$ cat config.mk
export PLATFORM = sky130hd
export DESIGN_NAME = reg_file_dump_ctrl_flat
export DESIGN_NICKNAME = d
export VERILOG_FILES = /design/src/rtl/reg_file_dump_ctrl_if.sv /design/src/rtl/reg_file_dump_ctrl.sv /design/src/flat_wrapper.sv
export SDC_FILE = /design/constraint.sdc
export NUM_CORES = 1
export LEC_CHECK = 0
export CORE_MARGIN = 1.5
export CORE_UTILIZATION = 46
export CTS_BUF_LIST = sky130_fd_sc_hd__clkbuf_2
export DETAILED_ROUTE_END_ITERATION = 8
export PLACE_DENSITY = 0.93
export SYNTH_ARGS = -nofsm -noshare
export SYNTH_HDL_FRONTEND = slang
export SYNTH_SLANG_ARGS = --single-unit
$ cat constraint.sdc
create_clock -name clk -period 3.3 [get_ports clk]
set_input_delay 0.66 -clock clk [delete_from_list [all_inputs] [get_ports clk]]
set_output_delay 0.66 -clock clk [all_outputs]
set_load 0.005 [all_outputs]
$ cat src/rtl/reg_file_dump_ctrl_if.sv
// Command, register-file port and dump-stream signals of the register file
// fill/dump controller.
interface reg_file_dump_ctrl_if #(
  parameter int ADW = 5,
  parameter int DPW = 32
);
  logic           cmd_valid;
  logic           cmd_ready;
  logic           cmd_op;
  logic [DPW-1:0] cmd_data;

  logic [ADW-1:0] rf_addr_rd;
  logic [DPW-1:0] rf_rd;
  logic           rf_we;
  logic [ADW-1:0] rf_addr_wr;
  logic [DPW-1:0] rf_wd;

  logic           out_valid;
  logic           out_ready;
  logic [DPW-1:0] out_data;
  logic [ADW-1:0] out_addr;
  logic           out_last;

  modport master (
    input  cmd_valid, cmd_op, cmd_data, rf_rd, out_ready,
    output cmd_ready, rf_addr_rd, rf_we, rf_addr_wr, rf_wd,
    output out_valid, out_data, out_addr, out_last
  );

  modport slave (
    output cmd_valid, cmd_op, cmd_data, rf_rd, out_ready,
    input  cmd_ready, rf_addr_rd, rf_we, rf_addr_wr, rf_wd,
    input  out_valid, out_data, out_addr, out_last
  );
endinterface

$ cat src/rtl/reg_file_dump_ctrl.sv
// Debug-path sequencer that fills every register with one value or dumps every
// register onto a valid/ready stream, allowing for the one-cycle read latency.
module reg_file_dump_ctrl #(
  parameter int ADW = 5,
  parameter int DPW = 32
) (
  input  logic                 clk,
  input  logic                 rst_n,
  reg_file_dump_ctrl_if.master bus,
  output logic                 busy,
  output logic                 done
);

  localparam logic [ADW-1:0] LAST = '1;

  typedef enum logic [2:0] {
    IDLE,
    FILL,
    RD,
    CAP,
    OUT
  } state_t;

  state_t         state;
  logic [ADW-1:0] idx;
  logic [DPW-1:0] fill_val;
  logic           out_valid_q;
  logic [DPW-1:0] out_data_q;
  logic [ADW-1:0] out_addr_q;
  logic           out_last_q;
  logic           done_q;

  // Decoded straight from the async-reset state so rf_we drops without a clock.
  assign bus.cmd_ready  = (state == IDLE);
  assign busy           = (state != IDLE);
  assign bus.rf_we      = (state == FILL);
  assign bus.rf_addr_rd = idx;
  assign bus.rf_addr_wr = idx;
  assign bus.rf_wd      = fill_val;
  assign bus.out_valid  = out_valid_q;
  assign bus.out_data   = out_data_q;
  assign bus.out_addr   = out_addr_q;
  assign bus.out_last   = out_last_q;
  assign done           = done_q;

  always_ff @(posedge clk or negedge rst_n) begin
    if (!rst_n) begin
      state       <= IDLE;
      idx         <= '0;
      fill_val    <= '0;
      out_valid_q <= 1'b0;
      out_data_q  <= '0;
      out_addr_q  <= '0;
      out_last_q  <= 1'b0;
      done_q      <= 1'b0;
    end else begin
      done_q <= 1'b0;
      unique case (state)
        IDLE: begin
          if (bus.cmd_valid) begin
            idx      <= '0;
            fill_val <= bus.cmd_data;
            state    <= bus.cmd_op ? RD : FILL;
          end
        end
        FILL: begin
          if (idx == LAST) begin
            idx    <= '0;
            done_q <= 1'b1;
            state  <= IDLE;
          end else begin
            idx <= idx + 1'b1;
          end
        end
        RD: begin
          state <= CAP;
        end
        CAP: begin
          out_data_q  <= bus.rf_rd;
          out_addr_q  <= idx;
          out_last_q  <= (idx == LAST);
          out_valid_q <= 1'b1;
          state       <= OUT;
        end
        OUT: begin
          // Terminal check precedes the increment so idx never wraps mid-dump.
          if (bus.out_ready) begin
            out_valid_q <= 1'b0;
            out_last_q  <= 1'b0;
            if (idx == LAST) begin
              done_q <= 1'b1;
              state  <= IDLE;
            end else begin
              idx   <= idx + 1'b1;
              state <= RD;
            end
          end
        end
        default: state <= IDLE;
      endcase
    end
  end

endmodule
$ cat src/flat_wrapper.sv
// flat-port wrapper written by rule: the top's interface ports become plain ports
module reg_file_dump_ctrl_flat 
#(
  parameter int ADW = 5,
  parameter int DPW = 32
)
  (clk, rst_n, busy, done, bus_cmd_valid, bus_cmd_op, bus_cmd_data, bus_rf_rd, bus_out_ready, bus_cmd_ready, bus_rf_addr_rd, bus_rf_we, bus_rf_addr_wr, bus_rf_wd, bus_out_valid, bus_out_data, bus_out_addr, bus_out_last);
  reg_file_dump_ctrl_if #(.ADW(ADW), .DPW(DPW)) bus_i ();
  input  logic clk;
  input  logic rst_n;
  output logic busy;
  output logic done;
  input wire logic [$bits(bus_i.cmd_valid)-1:0] bus_cmd_valid;
  input wire logic [$bits(bus_i.cmd_op)-1:0] bus_cmd_op;
  input wire logic [$bits(bus_i.cmd_data)-1:0] bus_cmd_data;
  input wire logic [$bits(bus_i.rf_rd)-1:0] bus_rf_rd;
  input wire logic [$bits(bus_i.out_ready)-1:0] bus_out_ready;
  output wire logic [$bits(bus_i.cmd_ready)-1:0] bus_cmd_ready;
  output wire logic [$bits(bus_i.rf_addr_rd)-1:0] bus_rf_addr_rd;
  output wire logic [$bits(bus_i.rf_we)-1:0] bus_rf_we;
  output wire logic [$bits(bus_i.rf_addr_wr)-1:0] bus_rf_addr_wr;
  output wire logic [$bits(bus_i.rf_wd)-1:0] bus_rf_wd;
  output wire logic [$bits(bus_i.out_valid)-1:0] bus_out_valid;
  output wire logic [$bits(bus_i.out_data)-1:0] bus_out_data;
  output wire logic [$bits(bus_i.out_addr)-1:0] bus_out_addr;
  output wire logic [$bits(bus_i.out_last)-1:0] bus_out_last;
  assign bus_i.cmd_valid = bus_cmd_valid;
  assign bus_i.cmd_op = bus_cmd_op;
  assign bus_i.cmd_data = bus_cmd_data;
  assign bus_i.rf_rd = bus_rf_rd;
  assign bus_i.out_ready = bus_out_ready;
  assign bus_cmd_ready = bus_i.cmd_ready;
  assign bus_rf_addr_rd = bus_i.rf_addr_rd;
  assign bus_rf_we = bus_i.rf_we;
  assign bus_rf_addr_wr = bus_i.rf_addr_wr;
  assign bus_rf_wd = bus_i.rf_wd;
  assign bus_out_valid = bus_i.out_valid;
  assign bus_out_data = bus_i.out_data;
  assign bus_out_addr = bus_i.out_addr;
  assign bus_out_last = bus_i.out_last;
  reg_file_dump_ctrl #(.ADW(ADW), .DPW(DPW)) u_core (.clk(clk), .rst_n(rst_n), .bus(bus_i), .busy(busy), .done(done));
endmodule
==> qor.yml <==
outcome:
  status: "completed"
floorplanning:
  row_count: 30
  fp.coreArea_sq_um: 6830
  start_util_pct: 47.9
  dieHeight_microns: 87.3
  dieArea_sq_um: 7630
  fp.dieW_microns: 87.3
  ios: 154
layout:
  finalNetCount: 446
  fill_cells: 490
  fin_area_sq_um: 4950
  final_common_cell: "clkdlybuf4s50_1"
  area_delta_synth_final_pct: 51.4
  drive_above_1_share_pct: 6.33
  layout_common_cells: "clkdlybuf4s50_1 (152), dfrtp_1 (80), mux2_1 (68), clkbuf_2 (10), nand2_1 (9)"
  antenna_cells: 0
clocking:
  cts_resized: 0
  cts_tree: "yes"
  cts_root_buffer: "clkbuf_2"
  cts.path.max_buffers: 2
  cts_hold_buf: 0
  clk_latency_ns: 0.50
  clk_pin_slew_worst_paths_ns: 0.21
  cts_made_buffers: 9
  h-tree-depth: 3
  cts.sinks: 80
  cts_setup_buffers: 0
worst_setup_path:
  crit_slowest_cell: "dfrtp_1"
  crit_buf_inv: 1
  crit_fanout: 17
  r2r_cells: 7
  r2r_slack_ns: 0.99
  r2r-start: "u_core.bus.rf_addr_rd[0]$_DFFE_PN0P_"
  crit_path_end_kind: "primary output"
  start_kind: "flip-flop"
  reg2reg_to: "u_core.bus.rf_addr_rd[3]$_DFFE_PN0P_"
  critPathRequiredTime_ns: 2.64
  critPathMaxStageDelay_ns: 0.62
  critPathArrivalTime_ns: 1.96
  crit_family: "flip-flops"
  crit_chain: "nor3_2 > clkdlybuf4s50_1"
  path_class: "reg -> out"
drt:
  drt-total-wl_microns: 7300
  avgViaCountPerCell: 4.92
  wl_per_cell_microns: 15.4
  drtPass1Iterations: 4
  drc: 0
  drt_iter0_drc: 35
  drtAntennaViolNets: 0
  vias: 2337
synthesis:
  ys_types: 34
  syn_inst: 226
  synth.avg_cell_area_sq_um: 14.5
  synth_top_area_share_pct: 61.2
  synthArstFlopShare_pct: 100
  synth-edff-count: 0
  yosysWarnings: 0
  netlist_area_sq_um: 3270
  yosysTopAreaCell: "dfrtp_1"
  seq_area_frac_synth_pct: 61.2
  ys_top_cells_by_area: "dfrtp_1 (61%), mux2_1 (23%), buf_4 (1.4%), buf_6 (1.4%), ha_1 (1.1%)"
  synth_seq_cells: 80
  ys.flop_type: "dfrtp_1"
  synth_nets: 298
place:
  portBuffers: 153
  hpwlAfterDp_microns: 5470
  placed_area_sq_um: 4820
  place_congestion: 0.794
sta:
  worst_slew_pin_slew_ns: 0.968
  clock_skew_ns: 0.0213
  timing.final.crit_share_pct: 79.4
  max_freq_mhz: 382
  fin_crit_ns: 2.62
  slew_viol_final: 0
  rsz0062_at_grt: "no"
  tns_ns: 0
  slew_headroom_pct: 35.4
  hold_viol_final: 0
  setup_viol: 0
global_routing:
  grt_max_degree: 81
  grt_pass1_wl_microns: 11300
  overflow: 0
  grt_use_total_pct: 19.5
  antenna_found_initial: 0
  grt_pass1_vias: 2402
power:
  power_density_nw_per_um2: 845
  vdd_drop_max_mv: 0.421
  p_leak_nw: 2.09
run:
  cap_viol_max_count: 0
min_path:
  hold_class: "in -> async"
-- cell type report --
| cell class | instances | area (sq um) | share of cell area (%) |
|---|---|---|---|
| sequential | 80 | 2000 | 40.4 |
| timing repair buffer | 155 | 1560 | 31.4 |
| multi-input combinational | 123 | 1120 | 22.7 |
| tap | 96 | 120 | 2.42 |
| clock inverter | 6 | 83.8 | 1.69 |
| clock buffer | 10 | 50.0 | 1.01 |
| inverter | 5 | 18.8 | 0.379 |
-- cell usage after synthesis (2+ instances only) --
cell,n
a21oi_1,6
buf_2,6
buf_4,6
buf_6,4
clkbuf_1,2
dfrtp_1,80
ha_1,3
inv_1,5
mux2_1,68
nand2_1,9
nand2b_1,3
nand3_1,4
nor2_1,3
o21ai_1,6
or3b_1,2
-- routing by layer --
layer	wire, microns	global-route usage (%)
met5	0	0
met4	184	9.38
met3	511	4.74
met2	3710	34.5
met1	2890	22.0
-- how the worst max path moves through the flow --
stage | slack [ns] | from | depth (start not counted) | endpoint
after floorplan | 1.22 | u_core.bus.rf_addr_rd[0]$_DFFE_PN0P_ | 7 | u_core.bus.rf_addr_rd[3]$_DFFE_PN0P_
after global placement | 1.02 | bus_out_ready | 5 | u_core.bus.rf_addr_rd[3]$_DFFE_PN0P_
after detailed placement | 0.94 | bus_out_ready | 5 | u_core.bus.rf_addr_rd[3]$_DFFE_PN0P_
after CTS | 0.64 | u_core.state[2]$_DFFE_PN0P_ | 2 | bus_cmd_ready
after global routing | 0.53 | u_core.state[2]$_DFFE_PN0P_ | 2 | bus_cmd_ready
final | 0.68 | u_core.state[2]$_DFFE_PN0P_ | 2 | bus_cmd_ready
-- registers in the layout, indices dropped and copies added (netlist names) --
| name | count |
|---|---|
| u_core.state | 3 |
| u_core.bus.out_data | 32 |
| u_core.done | 1 |
| u_core.bus.out_valid | 1 |
| u_core.bus.rf_wd | 32 |
| u_core.bus.rf_addr_rd | 5 |
| u_core.bus.out_last | 1 |
| u_core.bus.out_addr | 5 |
-- power by group --
part | internal [mW] | switching (mW) | total (mW)
Combinational | 1.26 | 0.627 | 1.89
Clock | 0.252 | 0.323 | 0.575
Sequential | 1.43 | 0.294 | 1.73
Total | 2.94 | 1.24 | 4.19
-- metrics by stage --
stage | cells | setup slack, ns | hold slack, ns | power, mW | util, %
floorplan | 226 | 1.22 | 0.364 | 2.49 | -
global placement | 459 | 1.02 | 0.466 | 3.58 | 70.6
detailed placement | 459 | 0.938 | 0.474 | 3.68 | 70.6
CTS | 475 | 0.639 | 0.280 | 4.25 | 72.5
global route | 475 | 0.531 | 0.329 | 4.46 | 72.5
finish | 475 | 0.679 | 0.277 | 4.19 | 72.5
-- cell families (layout without fill, tap and decap cells) --
family / Yosys count / count (layout) / synth area share, %
xor+xnor: 1 / 1 / 0.268
flops: 80 / 80 / 61.2
compound gates: 22 / 22 / 4.63
simple gates: 28 / 28 / 4.59
mux: 69 / 69 / 23.7
buf+inv: 23 / 176 / 4.47
fa+ha+maj: 3 / 3 / 1.15
-- worst reg2reg max path: cells and delay by family (launching register included) --
kind            cells  cell delay, ns
fa+ha+maj           2            0.46
simple gates        2            0.60
flops               1            0.50
compound gates      3            0.67
(Power assumes the default switching activity.)
